===== src/rtl/m_serial_halfsub.sv =====
// Bit-serial subtractor: a-b one bit per clock, LSB first, with final borrow.
// Optional M_SERIAL_HALFSUB_SATURATE_EN clamps diff to 0 on borrow.
module m_serial_halfsub #(
  parameter int WIDTH = 8
) (
  input  logic             clk,
  input  logic             reset_n,
  input  logic             start,
  input  logic [WIDTH-1:0] a,
  input  logic [WIDTH-1:0] b,
  output logic             ready,
  output logic             busy,
  output logic             done,
  output logic [WIDTH-1:0] diff,
  output logic             borrow
);

  localparam int CW = $clog2(WIDTH + 1);
  localparam logic [CW-1:0] LAST = CW'(WIDTH - 1);

  typedef enum logic [1:0] {
    S_IDLE,
    S_SHIFT,
    S_DONE
  } state_t;

  state_t r_state;
  state_t w_state_nxt;

  logic [WIDTH-1:0] r_sa;
  logic [WIDTH-1:0] r_sb;
  logic [WIDTH-1:0] r_res;
  logic [WIDTH-1:0] w_res_nxt;
  logic [WIDTH-1:0] w_diff_nxt;
  logic [CW-1:0]    r_cnt;
  logic             r_bw;
  logic             w_d;
  logic             w_bw_nxt;
  logic             w_accept;
  logic             w_last;

  assign w_accept = (r_state == S_IDLE) && start;
  assign w_last   = (r_state == S_SHIFT) && (r_cnt == LAST);

  assign w_d      = r_sa[0] ^ r_sb[0] ^ r_bw;
  assign w_bw_nxt = (~r_sa[0] & r_sb[0])
                  | (~(r_sa[0] ^ r_sb[0]) & r_bw);

  generate
    if (WIDTH == 1) begin : g_w1
      assign w_res_nxt = w_d;
    end else begin : g_wn
      assign w_res_nxt = {w_d, r_res[WIDTH-1:1]};
    end
  endgenerate

`ifdef M_SERIAL_HALFSUB_SATURATE_EN
  assign w_diff_nxt = w_bw_nxt ? '0 : w_res_nxt;
`else
  assign w_diff_nxt = w_res_nxt;
`endif

  always_ff @(posedge clk) begin
    if (!reset_n) begin
      r_state <= S_IDLE;
    end else begin
      r_state <= w_state_nxt;
    end
  end

  always_comb begin
    w_state_nxt = r_state;
    unique case (r_state)
      S_IDLE:  if (start) w_state_nxt = S_SHIFT;
      S_SHIFT: if (w_last) w_state_nxt = S_DONE;
      S_DONE:  w_state_nxt = S_IDLE;
      default: w_state_nxt = S_IDLE;
    endcase
  end

  // diff/borrow are loaded on the last shift edge so they are valid with done
  always_ff @(posedge clk) begin
    if (!reset_n) begin
      r_sa   <= '0;
      r_sb   <= '0;
      r_res  <= '0;
      r_cnt  <= '0;
      r_bw   <= 1'b0;
      diff   <= '0;
      borrow <= 1'b0;
    end else if (w_accept) begin
      r_sa  <= a;
      r_sb  <= b;
      r_res <= '0;
      r_cnt <= '0;
      r_bw  <= 1'b0;
    end else if (r_state == S_SHIFT) begin
      r_sa  <= r_sa >> 1;
      r_sb  <= r_sb >> 1;
      r_res <= w_res_nxt;
      r_bw  <= w_bw_nxt;
      r_cnt <= r_cnt + CW'(1);
      if (w_last) begin
        diff   <= w_diff_nxt;
        borrow <= w_bw_nxt;
      end
    end
  end

  assign ready = (r_state == S_IDLE);
  assign busy  = (r_state == S_SHIFT);
  assign done  = (r_state == S_DONE);

endmodule

===== config.mk =====
export PLATFORM = sky130hd
export DESIGN_NAME = m_serial_halfsub
export DESIGN_NICKNAME = d
export VERILOG_FILES = /design/src/rtl/m_serial_halfsub.sv
export SDC_FILE = /design/constraint.sdc
export NUM_CORES = 1
export LEC_CHECK = 0
export CAP_MARGIN = 20
export CORE_MARGIN = 2
export CORE_UTILIZATION = 40
export DETAILED_ROUTE_END_ITERATION = 8
export GPL_ROUTABILITY_DRIVEN = 0
export GPL_TIMING_DRIVEN = 0
export HOLD_SLACK_MARGIN = 0.12
export SETUP_SLACK_MARGIN = 0.15
export SYNTH_ARGS = -nofsm -noshare
export SYNTH_HDL_FRONTEND = slang
export SYNTH_SLANG_ARGS = --single-unit

===== constraint.sdc =====
create_clock -name clk -period 2.09 [get_ports clk]
set_clock_uncertainty 0.2 [all_clocks]
set_input_delay 0.418 -clock clk [delete_from_list [all_inputs] [get_ports clk]]
set_output_delay 0.418 -clock clk [all_outputs]
set_load 0.005 [all_outputs]

# Word-level counts from Yosys, hierarchy flattened
# Index checks and enable logic that the tools add are counted.
word_totals:
  register_bits: 40
  input_bits: 19
  word_cells: 37
op_classes:
  add_sub_neg: 1
  eq_ne: 5
  n_mux: 7
  n_bitwise: 9
  n_reduce_logical: 7
op_table:
  columns: ["cell", "n"]
  rows:
  - ["$mux W8", 4]
  - ["$add A4 B1 Y4 const B", 1]
  - ["$eq A4 B3 Y1 const B", 1]
  - ["$mux W2", 2]
  - ["$not A1 Y1", 4]
  - ["$pmux W2 S2", 1]
  - ["$reduce_and A3 Y1", 1]
  - ["$and A1 B1 Y1", 2]
  - ["$eq A2 B1 Y1 const B", 1]
  - ["$eq A2 B2 Y1 const B", 1]
  - ["$logic_and A1 B1 Y1", 2]
  - ["$logic_not A2 Y1", 1]
  - ["$ne A2 B1 Y1 const B", 1]
  - ["$ne A2 B2 Y1 const B", 1]
  - ["$reduce_and A2 Y1", 1]
  - ["$reduce_bool A2 Y1", 1]
  - ["$reduce_or A2 Y1", 1]
  - ["$xor A1 B1 Y1", 2]
  - ["$or A1 B1 Y1", 1]

# Logic depth before layout (Yosys ltp)
# Gate-level depths: netlist of the first run.
depth:
  ltp_word: 4
  ltp_mapped: 7
  ltp_nobuf: 4

# Worst setup path before layout of the first run
# Ideal clock, no wire load.
synth_path:
  path_kind: "reg-to-output"
  start: "register r_state[1]"
  end: "output busy"
  arrival_ns: 0.927
  required_ns: 1.472
  path_slack_ns: 0.545
  path_stages_with_launch: 6
  n_path_buf: 3
  path_cell_list: "dfxtp_1 buf_6 nand2b_1 buf_6 inv_2 buf_4"
synth_between:
  elab_chain_len: 1
synth_rtl:
  columns: ["element", "line", "text"]
  rows:
  - ["start: declaration", "27", "state_t r_state;"]
  - ["start signal: assignment", "67", "r_state <= w_state_nxt;"]
  - ["$eq A2 B1 Y1", "111", "assign busy = (r_state == S_SHIFT);"]
  - ["end: declaration", "12", "output logic busy,"]
# No other way between the ends.

# Final worst setup path of the first run
# Same ends and word-level chain as after synthesis.

==> results of run 1 <==
cells in the mapped netlist (2+ instances only):
library cell / n / area, sq um
a21boi_0: 2 / 15.0
a21oi_1: 36 / 180
buf_2: 4 / 20.0
buf_4: 4 / 30.0
buf_6: 3 / 33.8
clkbuf_1: 3 / 11.3
dfxtp_1: 39 / 781
inv_1: 2 / 7.51
mux2i_1: 9 / 90.1
nand2_1: 48 / 180
nand2b_1: 2 / 12.5
nand3_1: 3 / 15.0
nand3b_1: 2 / 15.0
nor2_1: 8 / 30.0
nor2b_1: 4 / 25.0
o21ai_0: 3 / 15.0
o21ai_1: 10 / 50.1
o221a_2: 2 / 22.5
stage by stage:
| step | util [%] | setup TNS [ps] | hold slack (ps) | worst slack (ps) |
|---|---|---|---|---|
| after floorplan | - | 0 | 231 | 545 |
| after global placement | 50.3 | -47.8 | 240 | -47.8 |
| after detailed placement | 50.3 | -92.3 | 243 | -59.4 |
| after CTS | 54.3 | 0 | 254 | 103 |
| after global routing | 54.3 | 0 | 265 | 173 |
| final | 54.3 | 0 | 254 | 219 |
power by group through the flow:
stage | clock (uW) | sequential (uW) | combinational, uW
2_1_floorplan | 0 | 806 | 130
3_3_place_gp | 0 | 810 | 201
3_5_place_dp | 0 | 812 | 204
4_1_cts | 747 | 794 | 213
5_1_grt | 779 | 799 | 237
6_report | 739 | 795 | 214
routing by layer:
metal	wire, microns	track usage [%]
met5	0	0
met2	1790	28.6
met1	1750	24.2
met3	165	3.95
met4	57	7.50
what timing repair did:
item / 4_1_cts / 5_1_grt
gates cloned: 0 / 0
buffers inserted: 2 / 0
resized for setup: 11 / 2
endpoints found under the setup margin: 3 / 1
placed cells by master, fill, tap and decap left out:
| cell | synthesis | routed |
|---|---|---|
| nor2b_1 | 4 | 4 |
| bufinv_16 | 0 | 2 |
| and2_1 | 1 | 1 |
| nand2b_1 | 2 | 1 |
| o21ai_0 | 3 | 3 |
| o21ai_1 | 10 | 10 |
| ha_1 | 1 | 1 |
| nand2_1 | 48 | 48 |
| clkbuf_8 | 0 | 5 |
| a21boi_0 | 2 | 2 |
| mux2i_1 | 9 | 9 |
| dfxtp_1 | 39 | 38 |
| nor2_1 | 8 | 8 |
| buf_6 | 3 | 4 |
| fa_1 | 1 | 1 |
| or3_1 | 1 | 1 |
| nor2_4 | 1 | 1 |
| buf_4 | 4 | 6 |
| buf_2 | 4 | 4 |
| dfxtp_2 | 0 | 1 |
| o221a_2 | 2 | 2 |
| inv_1 | 2 | 2 |
| inv_8 | 0 | 1 |
| or3b_4 | 1 | 1 |
| nand3_1 | 3 | 3 |
| nand2b_4 | 0 | 1 |
| nor3b_2 | 1 | 1 |
| a21oi_1 | 36 | 36 |
| nand3b_1 | 2 | 2 |
| a211oi_1 | 1 | 1 |
| clkdlybuf4s50_1 | 0 | 26 |
| xnor2_1 | 1 | 1 |
| dlygate4sd2_1 | 0 | 2 |
| clkbuf_1 | 3 | 4 |
| xor2_1 | 1 | 1 |
cell type report:
| type | count | area, sq um |
|---|---|---|
| Timing Repair Buffer | 31 | 298 |
| Clock buffer | 6 | 72.6 |
| Clock inverter | 2 | 60.1 |
| Tap cell | 50 | 62.6 |
| Inverter | 3 | 18.8 |
| Multi-Input combinational cell | 139 | 763 |
| Sequential cell | 39 | 782 |
| Buffer | 14 | 101 |
| Fill cell | 392 | 1810 |
worst paths after layout:
kind                  end  cells past startpoint  startpoint  slack, ps
setup reg to reg  diff[2]                      6  r_state[1]        360
hold reg to reg   r_sb[3]                      2     r_sb[4]        250
setup / recovery     busy                      6  r_state[1]        220
hold / removal    r_sb[3]                      2     r_sb[4]        250
registers in the layout, indices dropped and copies added (netlist names):
| name | flops |
|---|---|
| borrow | 1 |
| diff | 8 |
| r_bw | 1 |
| r_cnt | 4 |
| r_res | 7 |
| r_sa | 8 |
| r_sb | 8 |
| r_state | 2 |
cells by family (layout without fill, tap and decap cells):
kind of cell | count (synthesis) | count (layout) | synth area share, %
XOR/XNOR | 2 | 2 | 1.07
flip-flops | 39 | 39 | 47.5
multiplexers | 9 | 9 | 5.48
AND/OR/NAND/NOR | 72 | 72 | 19.8
adder cells (fa/ha/maj) | 2 | 2 | 1.98
buffers and inverters | 17 | 56 | 6.47
AO/OA/AOI/OAI | 54 | 54 | 17.7
critical path, stage by stage, from the launching register on:
cell	delay (ps)
dfxtp_2	320
buf_6	130
nand2b_4	130
buf_6	120
inv_8	60
buf_6	90
buf_2	100
==> metrics.txt, run 1 <==
status=complete, no violations; number of port buffers=29; P_int=1360 uW; Die Span X=68.1 microns; Root Driver=clkbuf_8; Total Die Area=0.00464 sq mm; Net count, final=254; Post-DRT Antenna Nets=0; wire per inst=13.3 microns; post-route cell area=0.00216 sq mm; sequential area share after synthesis=47.5%; Finish-stage setup viols=0; Core Area=0.00397 sq mm; gr ovfl total=0; FF+latch count, synth=39; layout cell share with drive strength beyond 1=12.4%; Mapped Cells=195; overall power=1750 uW; Slew Limit Headroom=67.8%; cts bufs inserted=5; Reg power frac=45.5%; clock sink count=39; CP endpoint kind=output pin; vias in the first global route=1327; Initial DRC Count=40; RSZ-0062 raised after global routing=no; Power Density=810 mW/mm^2; Clk pwr share=42.3%; switching share of total power=22.4%; dominant synthesized flop cell=dfxtp_1; CTS tree=built; Final Slew Violations=0; CP Launch Type=register; placed cell areas=0.00200 sq mm; Period Utilization, post-route=89.5%; Final min period=1870 ps; worst path arrival time=1250 ps; Die Y-Extent=68.1 microns; Inst Count DP=274; Synthesized Nets=216; combinational share of power=12.2%; final std cells w/o fill=284; Worst Max-Slew Pin Slew=483 ps; Avg Cell Area, Syn=8.42 sq um; Initial Utilization=41.4%; Worst IR Drop VDD=0.000479 V; ant diodes=0; Leak=0.000766 uW; async set-reset flop share out of synthesis=0%; CP Class=reg -> out; hold buffers post-CTS=0; fmax=534 MHz; clk_lat worst skew=290 ps; HP Class=reg -> reg; Max Root-Sink Buffers=2; Post-Syn Area=0.00164 sq mm; # IOs=31; Final Hold Viols=0; largest net degree at the start of global routing=13; Rows=23; Ys Warns=0; P&R area growth vs syn=31.4%; first-pass GRT wire length=6.17 mm; H-Tree Depth=2; drt pass-1 iters=4; Remaining DRCs=0; largest fanout on the critical path=9; WP data required=1470 ps; max cap viols=0; vias per inst=5.04; Yosys cell types=29; initial antenna violation count=0; DRT Wirelength=3.77 mm; Sw Pwr=392 uW; Post-DP HPWL=2.57 mm; Post-synth EDFFs=0; vias=1430; All-Layer GR Usage=18.2%; Clk pin slew, worst setup/hold paths=70 ps
Note: power is estimated with default switching activity, not from simulation.
==> run 2, diff against run 1 <==
- PLACE_DENSITY_LB_ADDON: not set -> 0.2
- REMOVE_ABC_BUFFERS: not set -> 1
- clock period: 2.09 -> 2.4 ns (I/O delays scaled with it)
==> run 2 against run 1 <==
Clock power decreased by 41%. Final cell count decreased by 3.9%. Hold slack about the same. Core utilization decreased by 2.6 points. Worst setup slack improved by 27 ps. Via count decreased by 6.3%. Wire length decreased by 16%. Sequential power decreased by 12%.
==> metrics.txt, run 2 (same netlist as run 1, synthesis figures left out) <==
Initial DRC Count=57; Final min period=2150 ps; Leak=0.000702 uW; Worst path top cell family by delay=buffers and inverters; number of port buffers=30; Final Slew Violations=0; Power Density=629 mW/mm^2; crit-path cells=nand2b_4, inv_8, clkdlybuf4s50_1; Initial Utilization=41.4%; Final Hold Viols=0; Worst R2R Setup Slack=710 ps; first-pass GRT wire length=5.28 mm; Clk pin slew, worst setup/hold paths=80 ps; WP data required=1720 ps; Post-DP HPWL=1.92 mm; vias in the first global route=1180; Finish-stage setup viols=0; Worst Path Buf+Inv=2; multi-input combinational cell area=772 sq um; status=complete, no violations; vias per inst=4.91; # IOs=31; Post-DRT Antenna Nets=0; FF+latch area=786 sq um; Inst Count DP=262; vias=1340; Period Utilization, post-route=89.8%; DRT Wirelength=3.17 mm; placed cell areas=0.00193 sq mm; most frequent cells in the layout=nand2_1 (48), dfxtp_1 (37), a21oi_1 (36); Final Util=51.8%; Slew Limit Headroom=39.6%; fmax=464 MHz; P&R area growth vs syn=25.1%; final std cells w/o fill=273; cts bufs inserted=5; Max Root-Sink Buffers=2; CP Class=reg -> out; Rows=23; RSZ-0062 raised after global routing=no; Worst Max-Slew Pin Slew=902 ps; crit-path max cell delay=510 ps; post-route cell area=0.00206 sq mm; H-Tree Depth=2; Core Area=0.00397 sq mm; largest fanout on the critical path=13; Root Driver=clkbuf_8; wire per inst=11.6 microns; worst path arrival time=1470 ps; HP Class=reg -> reg; All-Layer GR Usage=15.7%; Worst IR Drop VDD=0.000394 V; Die Span X=68.1 microns; max cap viols=0; hold buffers post-CTS=0; Remaining DRCs=0; gr ovfl total=0; most common cell after layout, fill and taps aside=nand2_1; Critical-path top delay cell=clkdlybuf4s50_1; drt pass-1 iters=4; clock sink count=39; Die Y-Extent=68.1 microns; Fillers=396; largest net degree at the start of global routing=21; Top Registers=diff: 8 flops, r_sa: 8 flops, r_sb: 8 flops; CTS tree=built; ant diodes=0; initial antenna violation count=0; Net count, final=243; clk_lat worst skew=300 ps; Total Die Area=0.00464 sq mm; layout cell share with drive strength beyond 1=8.97%; CP Launch Type=register; CP endpoint kind=output pin
run 2: changes by cell type in the layout (fill, tap and decap cells not counted), moves of 2 or more:
cell,delta
dlygate4sd2_1,-2
clkdlybuf4s50_1,+3
buf_4,-5
bufinv_16,-2
buf_6,-4
buf_2,-4
clkbuf_1,-3
run 2: power by group:
part	switching, uW	internal, uW
clock network	233	203
registers	20.6	676
logic	84.8	76.6
total	338	955
run 2: worst paths after layout:
| kind | from | end | cells after the start |
|---|---|---|---|
| worst max register to register | r_state[0] | r_sa[7] | 3 |
| worst max-delay path | r_state[1] | busy | 3 |
| worst min-delay path | r_sa[2] | r_sa[1] | 2 |
| worst min register to register | r_sa[2] | r_sa[1] | 2 |
run 2: repair_timing:
| action | in CTS | in global routing |
|---|---|---|
| gates resized for setup | 8 | 1 |
| pin swaps | 0 | 0 |
| cloned | 2 | 0 |
| buffers inserted | 1 | 0 |
| hold endpoints to repair | 0 | 0 |
| endpoints found under the setup margin | 30 | 1 |
run 2: through the flow:
| stage | hold WS (ps) | TNS (ps) | setup slack (ps) | power, uW |
|---|---|---|---|---|
| 6_report | 254 | 0 | 246 | 1290 |
| 5_1_grt | 270 | 0 | 191 | 1350 |
| 4_1_cts | 253 | 0 | 229 | 1310 |
| 3_5_place_dp | 242 | -707 | -629 | 862 |
| 3_3_place_gp | 243 | -6320 | -659 | 858 |
| 2_1_floorplan | 230 | 0 | 402 | 792 |
run 2: final cells by class:
type                            count  share of cell area (%)
Clock buffer                        6                    3.53
Multi-Input combinational cell    140                    37.6
Timing Repair inverter              1                   0.304
Clock inverter                      2                   0.609
Timing Repair Buffer               32                    15.8
Sequential cell                    39                    38.2
Inverter                            3                   0.913
Tap cell                           50                    3.04
run 2: layer usage:
metal | global-route usage, % | vias up | share of wire [%]
met5 | 0 | - | 0
met4 | 10.5 | 0 | 2.5
met3 | 3.95 | 7 | 4.0
met2 | 24.3 | 31 | 45
met1 | 19.1 | 595 | 48
li1 | - | 707 | -
run 2: worst reg2reg max path: cells and delay by family (launching register included):
| kind | cells | cell delay (ps) |
|---|---|---|
| and+or+nand+nor | 2 | 850 |
| AOI/OAI and AO/OA | 1 | 170 |
| DFF | 1 | 400 |
==> run 3, diff against run 2 <==
- ABC_AREA: not set -> 1
==> run 3 against run 2 <==
Sequential share of layout area shrank 2.9 points. Sequential power is 0.7% lower. Sequential cell count unchanged. Final cell count is 21% higher. Final area up 8.2%. Non-clock buffer count up 3. Wire length grew 16%. Total power increased by 16%. Worst setup slack gained 1.4 ps. Register-to-register slack worse by 240 ps. Highest routed layer unchanged.
==> metrics.txt, run 3 <==
Post-DP HPWL=2.34 mm; Fillers=449; Setup WS pre-CTS=-285 ps; Worst path top cell family by delay=buffers and inverters; Worst Max-Slew Pin Slew=684 ps; All-Layer GR Usage=16.8%; vias per inst=4.82; CP Class=reg -> out; hold slack=264 ps; placed cell areas=0.00204 sq mm; CP endpoint kind=output pin; largest fanout on the critical path=15; dominant synthesized flop cell=dfxtp_1; worst path arrival time=1470 ps; Initial DRC Count=115; ant diodes=0; FF+latch count, synth=39; Die Span X=70.4 microns; Leak=0.000980 uW; HP Class=reg -> reg; crit-path max cell delay=500 ps; synth cell count leaders=nand2_1 (80), nand3_1 (43), dfxtp_1 (39); CTS tree=built; final std cells w/o fill=330; vias=1589; DRT Wirelength=3.68 mm; Net count, final=298; cell taking the most area after synthesis=dfxtp_1; wire per inst=11.1 microns; cts bufs inserted=5; post-synthesis mux area share=0%; number of port buffers=30; layout cell share with drive strength beyond 1=8.27%; Critical-path top delay cell=clkdlybuf4s50_1; clk_lat worst skew=290 ps; largest net degree at the start of global routing=20; WP data required=1720 ps; most numerous cell in the Yosys netlist=nand2_1; Final min period=2150 ps; Post-synth EDFFs=0; Avg Cell Area, Syn=7.06 sq um; Remaining DRCs=0; Period Utilization, post-route=89.7%; most common cell after layout, fill and taps aside=nand2_1; Finish-stage setup viols=0; sequential area share after synthesis=44.2%; fmax=465 MHz; Worst Path Buf+Inv=2; Yosys cell types=23; adder-cell share of the synthesized area=1.84%; Die Y-Extent=70.4 microns; Synth Area in Compound Gates=8.01%; Post-DRT Antenna Nets=0; Ys Warns=0; Root Driver=clkbuf_8; FF+latch area=786 sq um; Top Registers=diff: 8 flops, r_sa: 8 flops, r_sb: 8 flops; Worst IR Drop VDD=0.000298 V; Clk pin slew, worst setup/hold paths=80 ps; Final Util=51.8%; combinational family with the most area after synthesis=simple AND/OR/NAND/NOR gates; clock sink count=39; Inst Count DP=317; Core Area=0.00429 sq mm; multi-input combinational cell area=806 sq um; Synth Area in Simple Gates=34.5%; share of the synthesized area in the top cell type=44.2%; Initial Utilization=41.1%; Post-Syn Area=0.00177 sq mm; first-pass GRT wire length=6.71 mm; drt pass-1 iters=4; post-route cell area=0.00222 sq mm; status=complete, no violations; Final Slew Violations=0; final worst slack=247 ps; CP Launch Type=register; async set-reset flop share out of synthesis=0%; gr ovfl total=0; max cap viols=0; Rows=24; Slew Limit Headroom=54.3%; synth top area cells=dfxtp_1 (44%), nand2_1 (17%), nand3_1 (12%); Total Die Area=0.00496 sq mm; xor and xnor fraction of the mapped netlist area=0.992%; Max Root-Sink Buffers=2; initial antenna violation count=0; Power Density=674 mW/mm^2; RSZ-0062 raised after global routing=yes; Final Hold Viols=0; most frequent cells in the layout=nand2_1 (80), nand3_1 (43), dfxtp_1 (37); H-Tree Depth=2; Mapped Cells=250; crit-path cells=inv_1, nor2_4, clkdlybuf4s50_1; P&R area growth vs syn=26.0%; vias in the first global route=1542; # IOs=31
[run 3: routing by layer]
metal	share of wire [%]	track usage, %
met1	47	21.6
met2	47	27.9
met3	3.4	3.03
met4	1.6	6.41
met5	0	0
[run 3: kinds of logic after synthesis]
| kind of cell | Yosys count |
|---|---|
| AND/OR/NAND/NOR | 141 |
| buffers and inverters | 40 |
| flip-flops | 39 |
| AO/OA/AOI/OAI | 26 |
| XOR/XNOR | 2 |
| adder cells (fa/ha/maj) | 2 |
[run 3: worst min-delay path: cells and delay by family, from the launching register on]
family | cells | cell delay [ps]
flops | 1 | 310
simple gates | 2 | 110
[run 3: final cells by class]
class                      count  share of cell area [%]
clock inverter                 2                    2.70
sequential                    39                    35.3
inverter                      25                    4.27
multi-input combinational    171                    36.2
clock buffer                   6                    3.26
tap                           52                    2.92
timing repair buffer          35                    15.3
[run 3: final timing paths]
| path | depth (start not counted) | startpoint | to | slack [ps] |
|---|---|---|---|---|
| hold / removal | 2 | diff[4] | diff[4] | 260 |
| hold reg to reg | 2 | diff[4] | diff[4] | 260 |
| setup reg to reg | 7 | r_state[0] | r_cnt[3] | 470 |
| setup / recovery | 3 | r_state[0] | busy | 250 |
[run 3: where the power goes]
group	leakage, uW	switching, uW	internal, uW
Sequential	0.000319	19.6	672
Clock	0.0000654	225	416
Combinational	0.000596	92.5	76.5
Total	0.000980	337	1160
[run 3: timing repair]
action,CTS,global route
resized for setup,6,2
hold buffers,0,0
setup buffers,2,3
setup endpoints to repair,24,3
pin swaps,2,0
[run 3: per-stage QoR]
step	total power, uW	setup TNS (ps)
2_1_floorplan	792	0
3_3_place_gp	861	-6140
3_5_place_dp	863	-6450
4_1_cts	1510	0
5_1_grt	1560	0
6_report	1500	0
